--- src/rtl/cpu_pkg.sv ---
// -----------------------------------------------------------------------------
// cpu_pkg
// Shared types for the writeback-port arbiter and its scoreboard.
//   reg_idx_t  : 4-bit architectural register index (r0..r15)
//   REG_ZERO   : r0, hard-wired zero; never written and never busy
//   NUM_REGS   : size of the register file
//   wb_state_t : arbitration FSM states (IDLE / HOLD / FORCE)
// -----------------------------------------------------------------------------
package cpu_pkg;

   typedef logic [3:0] reg_idx_t;

   localparam reg_idx_t REG_ZERO = 4'h0;
   localparam int       NUM_REGS = 16;

   typedef enum logic [1:0] {
      IDLE  = 2'd0,
      HOLD  = 2'd1,
      FORCE = 2'd2
   } wb_state_t;

endpackage

--- src/rtl/wb_scoreboard.sv ---
// -----------------------------------------------------------------------------
// wb_scoreboard
// Busy bitmap for registers that have an outstanding coprocessor write.
// Ports:
//   clk, rst            clock, asynchronous active-high reset (clears busy)
//   set_en, set_idx     coprocessor issue: mark set_idx busy
//   clr_en, clr_idx     held result granted: mark clr_idx free
//   id_sr1/id_sr2/id_dest  decode-stage register indices to look up
//   id_hazard           decode must stall (any looked-up register busy)
// -----------------------------------------------------------------------------
module wb_scoreboard
   import cpu_pkg::*;
(
   input  logic     clk,
   input  logic     rst,
   input  logic     set_en,
   input  reg_idx_t set_idx,
   input  logic     clr_en,
   input  reg_idx_t clr_idx,
   input  reg_idx_t id_sr1,
   input  reg_idx_t id_sr2,
   input  reg_idx_t id_dest,
   output logic     id_hazard
);

   logic [NUM_REGS-1:0] busy_q;
   logic [NUM_REGS-1:0] busy_d;

   genvar gi;
   generate
      for (gi = 0; gi < NUM_REGS; gi++) begin : g_busy
         if (gi == 0) begin : g_r0
            // r0 is never written, so it can never be outstanding.
            assign busy_d[gi] = 1'b0;
         end else begin : g_rn
            // Set has priority: a new issue to a register whose previous
            // result is retiring this cycle keeps it busy.
            always_comb begin
               busy_d[gi] = busy_q[gi];
               if (clr_en && (clr_idx == reg_idx_t'(gi)))
                  busy_d[gi] = 1'b0;
               if (set_en && (set_idx == reg_idx_t'(gi)))
                  busy_d[gi] = 1'b1;
            end
         end
      end
   endgenerate

   always_ff @(posedge clk or posedge rst) begin
      if (rst)
         busy_q <= '0;
      else
         busy_q <= busy_d;
   end

   assign id_hazard = ((id_sr1  != REG_ZERO) && busy_q[id_sr1])
                    | ((id_sr2  != REG_ZERO) && busy_q[id_sr2])
                    | ((id_dest != REG_ZERO) && busy_q[id_dest]);

endmodule

--- src/rtl/wb_port_arbiter.sv ---
// -----------------------------------------------------------------------------
// wb_port_arbiter
// Shares the single register-file write port between the in-order pipeline
// (MEM/WB) and a long-latency coprocessor. One coprocessor result is held and
// granted when the pipeline leaves the port idle; after MAX_WAIT denied cycles
// the pipeline is stalled for one cycle and the held result is forced through.
// Optional feature macro: WB_FORCE_STATS_EN adds a saturating 16-bit
// force_count output counting FORCE cycles.
// Parameters: DATA_W (writeback width), MAX_WAIT (1..15 denied cycles).
// Ports:
//   clk, rst                     clock, asynchronous active-high reset
//   pipe_wb_en/dest/data         pipeline writeback request
//   cop_issue_en/dest            coprocessor issue (marks dest busy)
//   cop_valid/dest/data, cop_ready  coprocessor result handshake
//   id_sr1/id_sr2/id_dest, id_hazard  decode hazard lookup
//   pipe_stall                   freeze MEM/WB this cycle (FORCE)
//   wb_en/wb_dest/wb_data        registered register-file write port
//   force_count                  (WB_FORCE_STATS_EN only) FORCE cycle count
// -----------------------------------------------------------------------------
module wb_port_arbiter
   import cpu_pkg::*;
#(
   parameter int DATA_W   = 16,
   parameter int MAX_WAIT = 4
)(
   input  logic              clk,
   input  logic              rst,
   input  logic              pipe_wb_en,
   input  reg_idx_t          pipe_wb_dest,
   input  logic [DATA_W-1:0] pipe_wb_data,
   input  logic              cop_issue_en,
   input  reg_idx_t          cop_issue_dest,
   input  logic              cop_valid,
   input  reg_idx_t          cop_dest,
   input  logic [DATA_W-1:0] cop_data,
   output logic              cop_ready,
   input  reg_idx_t          id_sr1,
   input  reg_idx_t          id_sr2,
   input  reg_idx_t          id_dest,
   output logic              id_hazard,
   output logic              pipe_stall,
`ifdef WB_FORCE_STATS_EN
   output logic [15:0]       force_count,
`endif
   output logic              wb_en,
   output reg_idx_t          wb_dest,
   output logic [DATA_W-1:0] wb_data
);

   localparam logic [3:0] MAX_WAIT_C = 4'(MAX_WAIT);

   wb_state_t         state_q, state_d;
   logic              hold_valid_q, hold_valid_d;
   reg_idx_t          hold_dest_q, hold_dest_d;
   logic [DATA_W-1:0] hold_data_q, hold_data_d;
   logic [3:0]        wait_cnt_q, wait_cnt_d;
   logic              wb_en_q, wb_en_d;
   reg_idx_t          wb_dest_q, wb_dest_d;
   logic [DATA_W-1:0] wb_data_q, wb_data_d;

   logic              grant_hold;
   logic              stall;
   logic              sel_en;
   reg_idx_t          sel_dest;
   logic [DATA_W-1:0] sel_data;

   // Arbitration FSM: next state, hold register and grant select.
   always_comb begin
      state_d      = state_q;
      hold_valid_d = hold_valid_q;
      hold_dest_d  = hold_dest_q;
      hold_data_d  = hold_data_q;
      wait_cnt_d   = wait_cnt_q;
      grant_hold   = 1'b0;
      stall        = 1'b0;

      case (state_q)
         IDLE: begin
            // Hold is empty here, so cop_ready is high and any valid
            // result is accepted; it can be granted no earlier than next cycle.
            if (cop_valid) begin
               hold_valid_d = 1'b1;
               hold_dest_d  = cop_dest;
               hold_data_d  = cop_data;
               wait_cnt_d   = 4'd0;
               state_d      = HOLD;
            end
         end
         HOLD: begin
            if (!pipe_wb_en) begin
               grant_hold = 1'b1;
               wait_cnt_d = 4'd0;
               state_d    = IDLE;
            end else begin
               wait_cnt_d = wait_cnt_q + 4'd1;
               if ((wait_cnt_q + 4'd1) == MAX_WAIT_C)
                  state_d = FORCE;
            end
         end
         FORCE: begin
            // Pipeline write this cycle is dropped; pipeline re-presents it.
            stall      = 1'b1;
            grant_hold = 1'b1;
            wait_cnt_d = 4'd0;
            state_d    = IDLE;
         end
         default: begin
            state_d = IDLE;
         end
      endcase

      // The granted slot is freed; refill waits for the next cycle.
      if (grant_hold)
         hold_valid_d = 1'b0;
   end

   // Write-port mux; r0 writes are consumed but never reach the register file,
   // and the address/data registers keep their last real write.
   always_comb begin
      sel_en    = grant_hold ? 1'b1        : pipe_wb_en;
      sel_dest  = grant_hold ? hold_dest_q : pipe_wb_dest;
      sel_data  = grant_hold ? hold_data_q : pipe_wb_data;
      wb_en_d   = sel_en && (sel_dest != REG_ZERO);
      wb_dest_d = wb_en_d ? sel_dest : wb_dest_q;
      wb_data_d = wb_en_d ? sel_data : wb_data_q;
   end

   always_ff @(posedge clk or posedge rst) begin
      if (rst) begin
         state_q      <= IDLE;
         hold_valid_q <= 1'b0;
         hold_dest_q  <= REG_ZERO;
         hold_data_q  <= '0;
         wait_cnt_q   <= 4'd0;
         wb_en_q      <= 1'b0;
         wb_dest_q    <= REG_ZERO;
         wb_data_q    <= '0;
      end else begin
         state_q      <= state_d;
         hold_valid_q <= hold_valid_d;
         hold_dest_q  <= hold_dest_d;
         hold_data_q  <= hold_data_d;
         wait_cnt_q   <= wait_cnt_d;
         wb_en_q      <= wb_en_d;
         wb_dest_q    <= wb_dest_d;
         wb_data_q    <= wb_data_d;
      end
   end

`ifdef WB_FORCE_STATS_EN
   logic [15:0] force_count_q, force_count_d;

   always_comb begin
      force_count_d = force_count_q;
      if ((state_q == FORCE) && (force_count_q != 16'hFFFF))
         force_count_d = force_count_q + 16'd1;
   end

   always_ff @(posedge clk or posedge rst) begin
      if (rst)
         force_count_q <= 16'd0;
      else
         force_count_q <= force_count_d;
   end

   assign force_count = force_count_q;
`endif

   wb_scoreboard u_scoreboard (
      .clk       (clk),
      .rst       (rst),
      .set_en    (cop_issue_en),
      .set_idx   (cop_issue_dest),
      .clr_en    (grant_hold),
      .clr_idx   (hold_dest_q),
      .id_sr1    (id_sr1),
      .id_sr2    (id_sr2),
      .id_dest   (id_dest),
      .id_hazard (id_hazard)
   );

   assign cop_ready  = !hold_valid_q;
   assign pipe_stall = stall;
   assign wb_en      = wb_en_q;
   assign wb_dest    = wb_dest_q;
   assign wb_data    = wb_data_q;

endmodule

--- config.mk ---
export PLATFORM = sky130hd
export DESIGN_NAME = wb_port_arbiter
export DESIGN_NICKNAME = d
export VERILOG_FILES = /design/src/rtl/cpu_pkg.sv /design/src/rtl/wb_scoreboard.sv /design/src/rtl/wb_port_arbiter.sv
export SDC_FILE = /design/constraint.sdc
export NUM_CORES = 1
export LEC_CHECK = 0
export ABC_AREA = 1
export CORE_MARGIN = 4
export CORE_UTILIZATION = 50
export DETAILED_ROUTE_END_ITERATION = 7
export MAX_ROUTING_LAYER = met4
export PLACE_DENSITY_LB_ADDON = 0.1
export SYNTH_ARGS = -nofsm -noshare
export SYNTH_HDL_FRONTEND = slang
export SYNTH_SLANG_ARGS = --single-unit
--- constraint.sdc ---
create_clock -name clk -period 2.45 [get_ports clk]
set_input_delay 0.245 -clock clk [delete_from_list [all_inputs] [get_ports clk]]
set_output_delay 0.245 -clock clk [all_outputs]
set_load 0.02 [all_outputs]
==> flow_summary_export.csv, run 1 <==
group,metric,value,unit
floorplanning,die_w,92.0,µm
synthesis,seq_area_frac_synth,44.7,%
route,drtPass1Iterations,5,
synthesis,yosys_register_bits,63,
power,p_total,5000,µW
critical_path,reg2reg_from,"state_q[0]$_DFFE_PP0P_",
clock_tree,cts.clk_slew.worst_paths,80,ps
sta,worst_slew_pin_slew,473,ps
synthesis,synth_area_leaders,"dfrtp_1 (45%), nand2_1 (17%), o21ai_0 (8.1%), nand3_1 (7.0%), inv_1 (6.5%)",
route,top_layer,"met4",
power,seq_power_share,35.7,%
sta,finalClockSkew,8.22,ps
power,power_density,1080,nW/µm²
final_layout,utilization,67.8,%
route,vias_per_cell,5.04,
placed_design,dp_hpwl,6670,µm
critical_path,path_class,"flop to output pin",
synthesis,syn_nets,546,
synthesis,ys_warn_count,0,
sta,period_needed,2260,ps
grt,grt_overflow,0,
synthesis,synth.avg_cell_area,7.37,µm²
flow_run,drv_cap,0,
critical_path,regToRegSetupSlack,260,ps
floorplanning,start_util,51.6,%
grt,grt_pass1_wl,14700,µm
sta,fin_tns_setup,0,ps
synthesis,synth.top_cell.area_share,44.7,%
placed_design,globalplace.congestion,0.918,
synthesis,synth.cell_area,3530,µm²
placed_design,pre_cts_ws,38.9,ps
synthesis,synth_edf_count,0,
grt,antenna_found_initial,0,
grt,grt_max_degree,45,
clock_tree,cts_num_sinks,63,
clock_tree,clk_latency,330,ps
critical_path,end_kind,"output pin",
clock_tree,cts_buffer_depth,2,
clock_tree,root_buffer,"clkbuf_8",
final_layout,finalNetCount,627,
floorplanning,top_level_ports,85,
power,power_leakage,0.00230,µW
route,vias,3333,
sta,maxSlewHeadroom,68.5,%
synthesis,synth_cell_types,25,
status,status,"completed",
route,ant_nets,0,
final_layout,drive_gt1_share,7.96,%
floorplanning,die_area,8460,µm²
sta,hold_viol_final,0,
floorplanning,core-area,6830,µm²
route,route.met3.wl,536,µm
grt,grt_pass1_vias,3143,
sta,finalWorstSetupSlack,192,ps
clock_tree,cts_max_level,3,
power,netSwitchingFraction,43.3,%
critical_path,crit_path_start_kind,"flop",
route,wirelength,8850,µm
sta,finalMaxSlewViolations,0,
route,dr_wl_met2,4090,µm
synthesis,async_flop_share,100,%
route,wl_met1,4090,µm
synthesis,syn_inst,479,
power,combPwrFrac,48.0,%
critical_path,critical_path_required,2200,ps
route,wire_per_inst,13.4,µm
sta,fmax,0.443,GHz
floorplanning,die_y,92.0,µm
critical_path,crit_path_max_fanout,3,
power,p_clk_share,16.3,%
critical_path,r2r-end,"wb_dest[0]$_DFFE_PP0P_",
power,switching_power,2160,µW
synthesis,synth_top_area_cell,"dfrtp_1",
min_path,hold_class,"primary input to async pin",
clock_tree,cts_tree,"yes",
sta,rsz0062_at_grt,"false",
critical_path,reg2regPathDepth,10,
grt,track_usage,22.1,%
clock_tree,numCtsBuffers,9,
placed_design,portBuffers,84,
sta,setup_violations,0,
synthesis,ys.flop_type,"dfrtp_1",
power,internal_power,2840,µW
route,drt_iter0_markers,176,
critical_path,cp.arrival,2010,ps
clock_tree,postCtsSetupBuffers,0,
final_layout,antenna_cells,0,
floorplanning,fp-row-count,30,
route,drc,0,
power,peakVddDrop,746,µV
sta,whs,238,ps
final_layout,num-fill-cells,602,
final_layout,areaGrowthSynthToFinish,31.3,%
sta,fin_crit_sh,92.2,%
-- critical path, cell delays in order (launching register included) --
cell	delay, ps
dfrtp_1	420
inv_1	70
o21ai_0	200
nand2_1	90
nand3_1	70
nand3_1	80
nand2_1	60
inv_1	40
nand3_1	50
clkdlybuf4s50_1	600
-- worst max path at each step --
| stage | start | end | slack [ps] | cells past startpoint |
|---|---|---|---|---|
| 2_1_floorplan | state_q[0]$_DFFE_PP0P_ | wb_data[0]$_DFFE_PP0P_ | 630 | 14 |
| 3_3_place_gp | id_sr2[0] | id_hazard | 110 | 12 |
| 3_5_place_dp | id_sr2[0] | id_hazard | 40 | 12 |
| 4_1_cts | id_sr2[0] | id_hazard | 30 | 12 |
| 5_1_grt | id_dest[1] | id_hazard | 30 | 10 |
| 6_report | u_scoreboard.busy_q[12]$_DFFE_PP0P_ | id_hazard | 190 | 9 |
-- layout make-up --
cell class                 count  area [µm²]  share of cell area (%)
tap                           96         120                    2.59
multi-input combinational    334        1610                    34.7
timing repair buffer          89         911                    19.7
inverter                      63         236                    5.10
sequential                    63        1580                    34.0
clock inverter                 6        43.8                   0.945
clock buffer                  10         138                    2.97
-- synthesized netlist by cell type, types with 4 or more instances --
master,n
nand2_1,160
dfrtp_1,63
inv_1,61
o21ai_0,57
nand3_1,49
nor3_1,12
nor2_1,11
clkbuf_1,10
nand3_2,10
a21oi_1,7
nand2_2,7
ha_1,6
buf_2,5
o211ai_1,4
-- what timing repair did --
| action | 4_1_cts | 5_1_grt |
|---|---|---|
| gates resized for setup | 0 | 3 |
| hold buffers | 0 | 0 |
| endpoints found under the setup margin | 0 | 1 |
-- kinds of logic (layout without fill, tap and decap cells) --
family | Yosys count | in the layout | share of synthesized area (%)
muxes | 1 | 1 | 0.284
xor gates and xnor gates | 2 | 2 | 0.497
DFF | 63 | 63 | 44.7
buffers and inverters | 82 | 168 | 9.75
and+or+nand+nor | 255 | 255 | 32.3
AOI/OAI and AO/OA | 70 | 70 | 10.4
adders and majority gates | 6 | 6 | 2.13
-- power groups by stage --
stage / Combinational [µW] / Sequential (µW) / Clock, µW
final: 2400 / 1790 / 814
after global routing: 2690 / 1840 / 874
after CTS: 2410 / 1780 / 838
after detailed placement: 2390 / 1800 / 0
after global placement: 2350 / 1790 / 0
after floorplan: 1390 / 1940 / 0
-- flip-flops by register name, summed over array words and instances (netlist names) --
signal / cells
wb_en: 1
wb_dest: 4
hold_valid_q: 1
wb_data: 16
state_q: 2
hold_dest_q: 4
wait_cnt_q: 4
hold_data_q: 16
u_scoreboard.busy_q: 15
-- cells in the final DEF (no fill, tap or decap), types with 7 or more instances in the layout --
master | Yosys | layout
a21oi_1 | 7 | 7
clkbuf_8 | 0 | 10
clkdlybuf4s50_1 | 0 | 81
dfrtp_1 | 63 | 63
inv_1 | 61 | 60
nand2_1 | 160 | 160
nand2_2 | 7 | 7
nand3_1 | 49 | 49
nand3_2 | 10 | 10
nor2_1 | 11 | 11
nor3_1 | 12 | 12
o21ai_0 | 57 | 57
-- per-layer routing --
| metal | track usage (%) | vias up |
|---|---|---|
| li1 | - | 1684 |
| met1 | 29.7 | 1513 |
| met2 | 33.9 | 120 |
| met3 | 4.59 | 16 |
| met4 | 6.56 | 0 |
| met5 | - | - |
-- through the flow --
step	area (µm²)	instances
floorplan	3530	479
global placement	4440	645
detailed placement	4440	645
CTS	4630	661
global route	4630	661
finish	4630	661
No activity file was read; power rests on OpenSTA's default activity.
==> run 2, diff against run 1 <==
--- a/config.mk
+++ b/config.mk
@@ -6,11 +6,14 @@
 export NUM_CORES = 1
 export LEC_CHECK = 0
 export ABC_AREA = 1
+export CELL_PAD_IN_SITES_DETAIL_PLACEMENT = 1
+export CELL_PAD_IN_SITES_GLOBAL_PLACEMENT = 1
 export CORE_MARGIN = 4
-export CORE_UTILIZATION = 50
+export CORE_UTILIZATION = 35
 export DETAILED_ROUTE_END_ITERATION = 7
 export MAX_ROUTING_LAYER = met4
 export PLACE_DENSITY_LB_ADDON = 0.1
 export SYNTH_ARGS = -nofsm -noshare
 export SYNTH_HDL_FRONTEND = slang
+export SYNTH_HIERARCHICAL = 1
 export SYNTH_SLANG_ARGS = --single-unit
==> run 2 against run 1 <==
Compared with the run above: final cell count is 8.5% higher; register-to-register slack better by 60 ps; sequential cell count unchanged; die area grew 38%; largest cell class unchanged; largest power group unchanged.
==> flow_summary_export.csv, run 2 <==
group,metric,value,unit
status,status,"completed",
power,power_density,1130,nW/µm²
critical_path,reg2regPathDepth,10,
sta,hold_viol_final,0,
sta,worst_slew_pin_slew,592,ps
critical_path,r2r-end,"wb_data[2]$_DFFE_PP0P_",
floorplanning,die_area,11600,µm²
synthesis,synth_cell_types,22,
synthesis,synth_common_cells,"nand2_1 (212), nand3_1 (66), dfrtp_1 (63)",
floorplanning,die_w,108,µm
clock_tree,root_buffer,"clkbuf_8",
synthesis,synth_most_common_cell,"nand2_1",
synthesis,synth.cell_area,3490,µm²
floorplanning,fp-row-count,36,
min_path,hold_class,"primary input to async pin",
synthesis,synth.avg_cell_area,7.10,µm²
route,drt_iter0_markers,108,
critical_path,critical_path.max_stage_delay,590,ps
final_layout,num-fill-cells,1272,
grt,antenna_found_initial,0,
critical_path,cpMaxStageDelayCell,"clkdlybuf4s50_1",
synthesis,synth_top_area_cell,"dfrtp_1",
sta,setup_violations,0,
power,p_total,5350,µW
critical_path,end_kind,"output pin",
synthesis,async_flop_share,100,%
synthesis,yosys_register_bits,63,
sta,fmax,0.422,GHz
final_layout,drive_gt1_share,6.51,%
critical_path,path_cells,"clkdlybuf4s50_1 > o21ai_0 > nand2_1 > nand3_1 > nand3_2 > nand2_2 > nor2_2 > nand2_1 > clkdlybuf4s50_1",
route,ant_nets,0,
sta,fin_tns_setup,0,ps
route,wirelength,10800,µm
synthesis,synth_edf_count,0,
final_layout,areaGrowthSynthToFinish,35.1,%
placed_design,pre_cts_ws,63.7,ps
power,peakVddDrop,488,µV
critical_path,endpoint,"id_hazard",
grt,grt_pass1_wl,17900,µm
synthesis,seq_area_frac_synth,45.1,%
sta,finalClockSkew,8.89,ps
grt,grt_pass1_vias,3605,
final_layout,final_common_cell,"nand2_1",
power,power_leakage,0.00243,µW
grt,grt_max_degree,29,
grt,track_usage,20.4,%
route,drc,0,
critical_path,reg2reg_from,"state_q[0]$_DFFE_PP0P_",
sta,maxSlewHeadroom,60.5,%
synthesis,synth.top_cell.area_share,45.1,%
synthesis,synth_area_leaders,"dfrtp_1 (45%), nand2_1 (23%), nand3_1 (9.5%), inv_1 (5.4%), o21ai_0 (5.2%)",
critical_path,crit_path_max_fanout,8,
route,wire_per_inst,15.1,µm
sta,whs,268,ps
critical_path,path_buf_inv,2,
route,drtPass1Iterations,5,
critical_path,cp.arrival,2130,ps
grt,grt_overflow,0,
placed_design,dp_cells,701,
synthesis,syn_inst,492,
sta,finalMaxSlewViolations,0,
critical_path,crit_path_start_kind,"primary input",
critical_path,critical_path_required,2200,ps
clock_tree,cts_num_sinks,63,
critical_path,critPathTopFamily,"buffers and inverters",
flow_run,drv_cap,0,
placed_design,dp_hpwl,8080,µm
floorplanning,die_y,108,µm
sta,finalWorstSetupSlack,77.7,ps
synthesis,syn_nets,559,
final_layout,antenna_cells,0,
clock_tree,numCtsBuffers,9,
clock_tree,clk_latency,350,ps
critical_path,regToRegSetupSlack,320,ps
clock_tree,postCtsSetupBuffers,0,
final_layout,finalNetCount,646,
floorplanning,start_util,35.9,%
synthesis,ys.flop_type,"dfrtp_1",
sta,period_needed,2370,ps
floorplanning,core-area,9730,µm²
clock_tree,cts_buffer_depth,2,
critical_path,path_class,"primary input to output pin",
sta,fin_crit_sh,96.8,%
critical_path,crit_cells,9,
synthesis,ys_warn_count,6,
critical_path,crit_start,"id_sr1[2]",
clock_tree,cts_tree,"yes",
clock_tree,cts_max_level,3,
placed_design,portBuffers,84,
floorplanning,top_level_ports,85,
route,vias,3487,
final_layout,instances_no_fill,717,
route,vias_per_cell,4.86,
clock_tree,cts.clk_slew.worst_paths,70,ps
placed_design,globalplace.congestion,0.890,
sta,rsz0062_at_grt,"false",
final_layout,final_cell_mix,"nand2_1 (212), clkdlybuf4s50_1 (82), nand3_1 (66), dfrtp_1 (63), inv_1 (49)",
-- run 2: cell count changes after synthesis, sizes merged, moves of 4 or more --
cell / previous run / this run
a21oi: 7 / 3
clkbuf: 10 / 6
inv: 63 / 54
nand2: 169 / 219
nand3: 59 / 68
nor3: 12 / 7
o21ai: 57 / 36
-- run 2: area by class of cell --
| class | instances | area, µm² | share of cell area, % |
|---|---|---|---|
| Multi-Input combinational cell | 360 | 1630 | 34.6 |
| Sequential cell | 63 | 1580 | 33.4 |
| Timing Repair Buffer | 90 | 903 | 19.1 |
| Inverter | 55 | 206 | 4.37 |
| Tap cell | 133 | 166 | 3.53 |
| Clock buffer | 10 | 128 | 2.70 |
| Clock inverter | 6 | 109 | 2.31 |
-- run 2: worst min-delay path by stage --
stage / cells past startpoint / from / end
final: 2 / rst / hold_dest_q[2]$_DFFE_PP0P_
after global routing: 2 / rst / hold_dest_q[3]$_DFFE_PP0P_
after CTS: 2 / rst / wb_dest[1]$_DFFE_PP0P_
after detailed placement: 2 / wb_data[4]$_DFFE_PP0P_ / wb_data[4]$_DFFE_PP0P_
after global placement: 2 / wb_data[15]$_DFFE_PP0P_ / wb_data[15]$_DFFE_PP0P_
after floorplan: 1 / rst / u_scoreboard/busy_q[10]$_DFFE_PP0P_
-- run 2: cells by family after synthesis --
logic type                 share of synthesized area (%)
and+or+nand+nor                                     37.6
buffers and inverters                               8.20
DFF                                                 45.1
AOI/OAI and AO/OA                                   6.44
adders and majority gates                           2.15
xor gates and xnor gates                           0.501
-- run 2: per-layer routing --
| layer | track usage, % | share of wire, % | wire, µm | vias to the layer above |
|---|---|---|---|---|
| met5 | - | 0 | 0 | - |
| met3 | 3.42 | 4.2 | 460 | 19 |
| met1 | 25.0 | 44 | 4750 | 1663 |
| li1 | - | - | - | 1723 |
| met4 | 7.94 | 2.2 | 236 | 0 |
| met2 | 33.7 | 50 | 5380 | 82 |
-- run 2: through the flow --
step / utilization (%) / area, µm²
after global placement: 46.0 / 4480
after floorplan: - / 3490
after global routing: 48.5 / 4720
final: 48.5 / 4720
after CTS: 48.5 / 4720
after detailed placement: 46.0 / 4480
-- run 2: what timing repair did --
| item | in CTS | in global routing |
|---|---|---|
| setup endpoints to repair | 0 | 1 |
| resized for setup | 0 | 2 |
| hold buffers | 0 | 0 |
-- run 2: power by group --
part	switching (µW)	total [µW]	internal [µW]
clock	431	1110	674
sequential	299	1810	1510
combinational	1520	2430	914
-- run 2: worst register-to-register path: stages, from the launching register on --
cell and delay (ps):
dfrtp_1 410, inv_1 80, ha_1 400, nand2_4 220, nand2_1 120, nand2_1 80
nor2_2 150, nand2_4 170, nand2_4 260, nand2_1 100, nand2_1 70
